==> src/rtl/serial_tx_frame_pkg.sv <==
// Shared definitions for the serial link transmitter: FSM state encodings,
// line levels for idle/start/stop, and a counter-width helper that never
// returns zero (so 1-bit-per-clock and 1-bit-word builds still elaborate).
package serial_tx_frame_pkg;

  typedef enum logic [2:0] {
    ST_IDLE      = 3'd0,
    ST_START_BIT = 3'd1,
    ST_DATA      = 3'd2,
    ST_PARITY    = 3'd3,
    ST_STOP      = 3'd4
  } state_t;

  localparam logic LINE_IDLE   = 1'b1;
  localparam logic START_LEVEL = 1'b0;
  localparam logic STOP_LEVEL  = 1'b1;

  // Width of a counter that must hold 0..n-1; at least one bit.
  function automatic int unsigned cnt_w(input int unsigned n);
    return (n > 1) ? $clog2(n) : 1;
  endfunction

endpackage

==> src/rtl/serial_tx_frame_bit_timer.sv <==
// Bit-period timer: counts 0..CLKS_PER_BIT-1 and wraps, flagging the last cycle.
// Latency: bit_end is combinational from the counter flop; held at 0 while clr=1.
// Backpressure: none; runs freely whenever clr is low.
// Ports: clk/rst (sync, active-high), clr (synchronous clear), bit_end (tick).
module serial_tx_frame_bit_timer
  import serial_tx_frame_pkg::*;
#(
  parameter int CLKS_PER_BIT = 4
) (
  input  logic clk,
  input  logic rst,
  input  logic clr,
  output logic bit_end
);

  localparam int CW = cnt_w(CLKS_PER_BIT);
  localparam logic [CW-1:0] LAST = CW'(CLKS_PER_BIT - 1);

  logic [CW-1:0] cnt_q, cnt_d;

  always_comb begin
    cnt_d   = cnt_q;
    bit_end = 1'b0;
    if (clr) begin
      cnt_d = '0;
    end else if (cnt_q == LAST) begin
      cnt_d   = '0;
      bit_end = 1'b1;
    end else begin
      cnt_d = cnt_q + 1'b1;
    end
  end

  always_ff @(posedge clk) begin
    if (rst) cnt_q <= '0;
    else     cnt_q <= cnt_d;
  end

endmodule

==> src/rtl/serial_tx_frame.sv <==
// Frame transmitter: start bit, DATA_W bits LSB-first, optional parity, stop bit.
// Latency: TX/BUSY change one edge after START is accepted; every output is a flop.
// Backpressure: START is taken only while idle; requests during a frame are dropped.
// Ports: CLK, RST (sync, active-high), D (word), START (request),
//        TX (serial line), BUSY (frame in flight), DONE (1-cycle completion pulse).
module serial_tx_frame
  import serial_tx_frame_pkg::*;
#(
  parameter int DATA_W       = 8,
  parameter int CLKS_PER_BIT = 4,
  parameter bit PARITY_EN    = 1'b1,
  parameter bit PARITY_ODD   = 1'b0
) (
  input  logic              CLK,
  input  logic              RST,
  input  logic [DATA_W-1:0] D,
  input  logic              START,
  output logic              TX,
  output logic              BUSY,
  output logic              DONE
);

  localparam int IW = cnt_w(DATA_W);
  localparam logic [IW-1:0] LAST_IDX = IW'(DATA_W - 1);

  state_t            state_q, state_d;
  logic [DATA_W-1:0] shift_q, shift_d;
  logic [IW-1:0]     idx_q, idx_d;
  logic              parity_q, parity_d;
  logic              tx_q, tx_d;
  logic              busy_q, busy_d;
  logic              done_q, done_d;
  logic              bit_end;

  // Timer is held at zero while idle so the start bit gets a full period
  // counted from the accepting edge.
  serial_tx_frame_bit_timer #(
    .CLKS_PER_BIT(CLKS_PER_BIT)
  ) u_bit_timer (
    .clk    (CLK),
    .rst    (RST),
    .clr    (state_q == ST_IDLE),
    .bit_end(bit_end)
  );

  always_comb begin
    state_d  = state_q;
    shift_d  = shift_q;
    idx_d    = idx_q;
    parity_d = parity_q;
    done_d   = 1'b0;

    case (state_q)
      ST_IDLE: begin
        if (START) begin
          state_d  = ST_START_BIT;
          shift_d  = D;
          idx_d    = '0;
          parity_d = (^D) ^ PARITY_ODD;
        end
      end
      ST_START_BIT: begin
        if (bit_end) state_d = ST_DATA;
      end
      ST_DATA: begin
        if (bit_end) begin
          shift_d = shift_q >> 1;
          if (idx_q == LAST_IDX) begin
            idx_d   = '0;
            state_d = PARITY_EN ? ST_PARITY : ST_STOP;
          end else begin
            idx_d = idx_q + 1'b1;
          end
        end
      end
      ST_PARITY: begin
        if (bit_end) state_d = ST_STOP;
      end
      ST_STOP: begin
        if (bit_end) begin
          state_d = ST_IDLE;
          done_d  = 1'b1;
        end
      end
      default: state_d = ST_IDLE;
    endcase

    // Line level is derived from the *next* state so TX is registered
    // yet aligned with the state it belongs to.
    case (state_d)
      ST_START_BIT: tx_d = START_LEVEL;
      ST_DATA:      tx_d = shift_d[0];
      ST_PARITY:    tx_d = parity_d;
      ST_STOP:      tx_d = STOP_LEVEL;
      default:      tx_d = LINE_IDLE;
    endcase

    busy_d = (state_d != ST_IDLE);
  end

  always_ff @(posedge CLK) begin
    if (RST) begin
      state_q  <= ST_IDLE;
      shift_q  <= '0;
      idx_q    <= '0;
      parity_q <= 1'b0;
      tx_q     <= LINE_IDLE;
      busy_q   <= 1'b0;
      done_q   <= 1'b0;
    end else begin
      state_q  <= state_d;
      shift_q  <= shift_d;
      idx_q    <= idx_d;
      parity_q <= parity_d;
      tx_q     <= tx_d;
      busy_q   <= busy_d;
      done_q   <= done_d;
    end
  end

  assign TX   = tx_q;
  assign BUSY = busy_q;
  assign DONE = done_q;

endmodule

==> config.mk <==
export PLATFORM = sky130hd
export DESIGN_NAME = serial_tx_frame
export DESIGN_NICKNAME = d
export VERILOG_FILES = /design/src/rtl/serial_tx_frame_pkg.sv /design/src/rtl/serial_tx_frame_bit_timer.sv /design/src/rtl/serial_tx_frame.sv
export SDC_FILE = /design/constraint.sdc
export NUM_CORES = 1
export LEC_CHECK = 0
export BUFFER_PORTS_ARGS = -buffer_cell sky130_fd_sc_hd__buf_4
export CORE_MARGIN = 3
export CORE_UTILIZATION = 58
export CTS_CLUSTER_SIZE = 20
export DETAILED_ROUTE_END_ITERATION = 16
export GPL_TIMING_DRIVEN = 1
export PLACE_DENSITY = 0.88
export SLEW_MARGIN = 20
export SYNTH_ARGS = -nofsm -noshare
export SYNTH_HDL_FRONTEND = slang
export SYNTH_SLANG_ARGS = --single-unit
==> constraint.sdc <==
create_clock -name CLK -period 3.9 [get_ports CLK]
set_input_delay 0.78 -clock CLK [delete_from_list [all_inputs] [get_ports CLK]]
set_output_delay 0.78 -clock CLK [all_outputs]
set_load 0.02 [all_outputs]
==> results_dict.tcl <==
set metrics [dict create \
    status "finished clean" \
    r2r_end "idx_q[1]" \
    min_from "u_bit_timer.cnt_q[0]" \
    endpoint_kind "flip-flop" \
    vias_per_cell 6.06 \
    slew_viol_final 0 \
    yosysTopAreaCellShare 0.424 \
    worstHoldEndpoint "u_bit_timer.cnt_q[0]" \
    critPathMaxStageDelay_ns 0.54 \
    synth_cell_types 34 \
    fin_setup_tns_ns 0 \
    route.detailed.drc 0 \
    wl_per_cell_um 13.8 \
    num-nets-final 125 \
    relSlewSlack 0.563 \
    r2r_setup_slack_ns 1.82 \
    cts_resized 0 \
    synth.area.top_cells "dfxtp_1 (42%), a21oi_1 (7.4%), xnor2_1 (6.5%)" \
    clk_latency_ns 0.30 \
    hold_class "reg2reg" \
    yosys.area.top_type "dfxtp_1" \
    yosysWarnings 0 \
    min_delay_path_depth 1 \
    ys_seq_area_frac 0.424 \
    internal_power_mw 0.277 \
    cp_slowest_cell "nor4b_4" \
    p_leak_nw 0.399 \
    hold_buffers 0 \
    synth-edff-count 0 \
    final_antenna_net_count 0 \
    core_um2 1420 \
    start_kind "input port" \
    ys_ff_latch 20 \
    p_total_mw 0.367 \
    hpwl_um 1250 \
    initial_core_util 0.668 \
    syn-num-nets 116 \
    vias 751 \
    power.density_nw_per_um2 357 \
    crit_chain "buf_4, nor4b_4, nor2_2, or4b_1, a21oi_1" \
    cts_buffers 3 \
    async_flop_share 0 \
    syn_to_final_growth_pct 9.01 \
    synth_flop_cell "dfxtp_1" \
    grt_pass1_wl_um 2820 \
    crit_fanout 12 \
    grt_pass1_vias 664 \
    rr_startpoint "state_q[2]" \
    ioPinCount 14 \
    critPathArrivalTime_ns 2.34 \
    power.switching_mw 0.0909 \
    seqPwrFrac 0.597 \
    die_w_um 46.4 \
    worst_pin_slew_ns 0.652 \
    combPwrFrac 0.146 \
    globalplace.congestion 0.820 \
    fin_hold_ws_ns 0.443 \
    avgSynthCellArea_um2 9.26 \
    fin_skew_ns 0.00980 \
    finalCriticalPeriod_ns 2.10 \
    final_cell_mix "dfxtp_1 (20), a21oi_1 (14), buf_4 (13), nand2_1 (10)" \
    timing.fmax_mhz 476 \
    ctsRootBufferMaster "clkbuf_4" \
    drt_iter0_markers 24 \
    maxCapViolations 0 \
    io_buffer_count 13 \
    grt_antenna_before_repair 0 \
    clock_sinks 20 \
    path_clk_slew_ns 0.11 \
    p_clk_frac 0.258 \
    worstPathRequired_ns 4.14 \
    rsz0062_at_grt "no" \
    reg2regPathDepth 4 \
    grt_util_all_layers 0.185 \
    die_h_um 46.4 \
    grt_overflow_total 0 \
    num_antenna_cells 0 \
    die_area_um2 2150 \
    routed_wl_um 1710 \
    cts_tree "yes" \
    dr.pass1.iters 4 \
    finalSetupViolations 0 \
    final_common_cell "dfxtp_1" \
    cts.path.max_buffers 2 \
    synth_area_um2 945 \
    postSynthCellCount 102 \
    fp-row-count 13 \
    cts_max_level 1 \
    finalHoldViolations 0 \
    critPathKind "in2reg" \
    ir_worst_vdd_uv 329 \
    postCtsSetupBuffers 0 \
    drive_gt1_frac 0.174 \
    timing.final.crit_share 0.539 \
    p_sw_frac 0.247 \
    grt_max_degree 21 \
]
## power by group through the flow
| stage | combinational, mW | sequential, mW | clock [mW] |
|---|---|---|---|
| 2_1_floorplan | 0.0375 | 0.223 | 0 |
| 4_1_cts | 0.0538 | 0.219 | 0.0970 |
| 5_1_grt | 0.0596 | 0.221 | 0.109 |
| 6_report | 0.0535 | 0.219 | 0.0946 |
| 3_5_place_dp | 0.0536 | 0.224 | 0 |
| 3_3_place_gp | 0.0523 | 0.223 | 0 |
## metrics by stage
stage / setup WS (ns) / instance area [um2] / std cells / util
final: 1.80 / 1030 / 124 / 0.728
after global routing: 1.68 / 1030 / 124 / 0.728
after CTS: 1.83 / 1030 / 124 / 0.728
after detailed placement: 1.52 / 1010 / 121 / 0.712
after global placement: 1.58 / 1010 / 121 / 0.712
after floorplan: 2.15 / 945 / 102 / -
## how the worst max path moves through the flow
stage                                     from  endpoint  slack [ns]  cells after the start
after detailed placement                 START  idx_q[1]        1.52                      5
after global routing      u_bit_timer.cnt_q[0]  idx_q[1]        1.68                      5
after CTS                                START  idx_q[1]        1.83                      5
final                                    START  idx_q[1]        1.80                      5
after floorplan                          START  idx_q[1]        2.15                      4
after global placement                   START  idx_q[1]        1.58                      5
## state kept, by name, summed over array words and instances, names as in the netlist
register / count
TX: 1
DONE: 1
u_bit_timer.cnt_q: 2
idx_q: 3
parity_q: 1
BUSY: 1
state_q: 3
shift_q: 8
## cell families after synthesis
| logic type | Yosys count | share of synthesized area |
|---|---|---|
| AO/OA/AOI/OAI | 26 | 0.171 |
| XOR/XNOR | 7 | 0.0649 |
| adder cells (fa/ha/maj) | 3 | 0.0397 |
| buffers and inverters | 9 | 0.0570 |
| flip-flops | 20 | 0.424 |
| AND/OR/NAND/NOR | 37 | 0.244 |
## metal layers
layer / wire (um) / vias up / GRT usage
met5: 0 / - / 0
met2: 798 / 24 / 0.277
met3: 95 / 5 / 0.0586
met4: 25 / 0 / 0.0739
li1: - / 380 / -
met1: 792 / 342 / 0.242
## critical path: cells and delay by family
family | cells | cell delay (ns)
simple gates | 3 | 1.32
compound gates | 1 | 0.15
buf+inv | 1 | 0.09
## synthesized netlist by cell type (2+ instances only)
cell type,instances
a21oi_1,14
a22oi_1,7
buf_2,4
buf_6,2
clkbuf_1,2
dfxtp_1,20
ha_1,3
nand2_1,10
nor2_1,7
nor3_1,2
nor3b_1,2
xnor2_1,7
## final cells by class
class | count | area (um2)
Timing Repair Buffer | 13 | 97.6
Multi-Input combinational cell | 73 | 490
Tap cell | 15 | 18.8
Clock buffer | 3 | 22.5
Sequential cell | 20 | 400
Fill cell | 114 | 385
(Power assumes the default switching activity.)
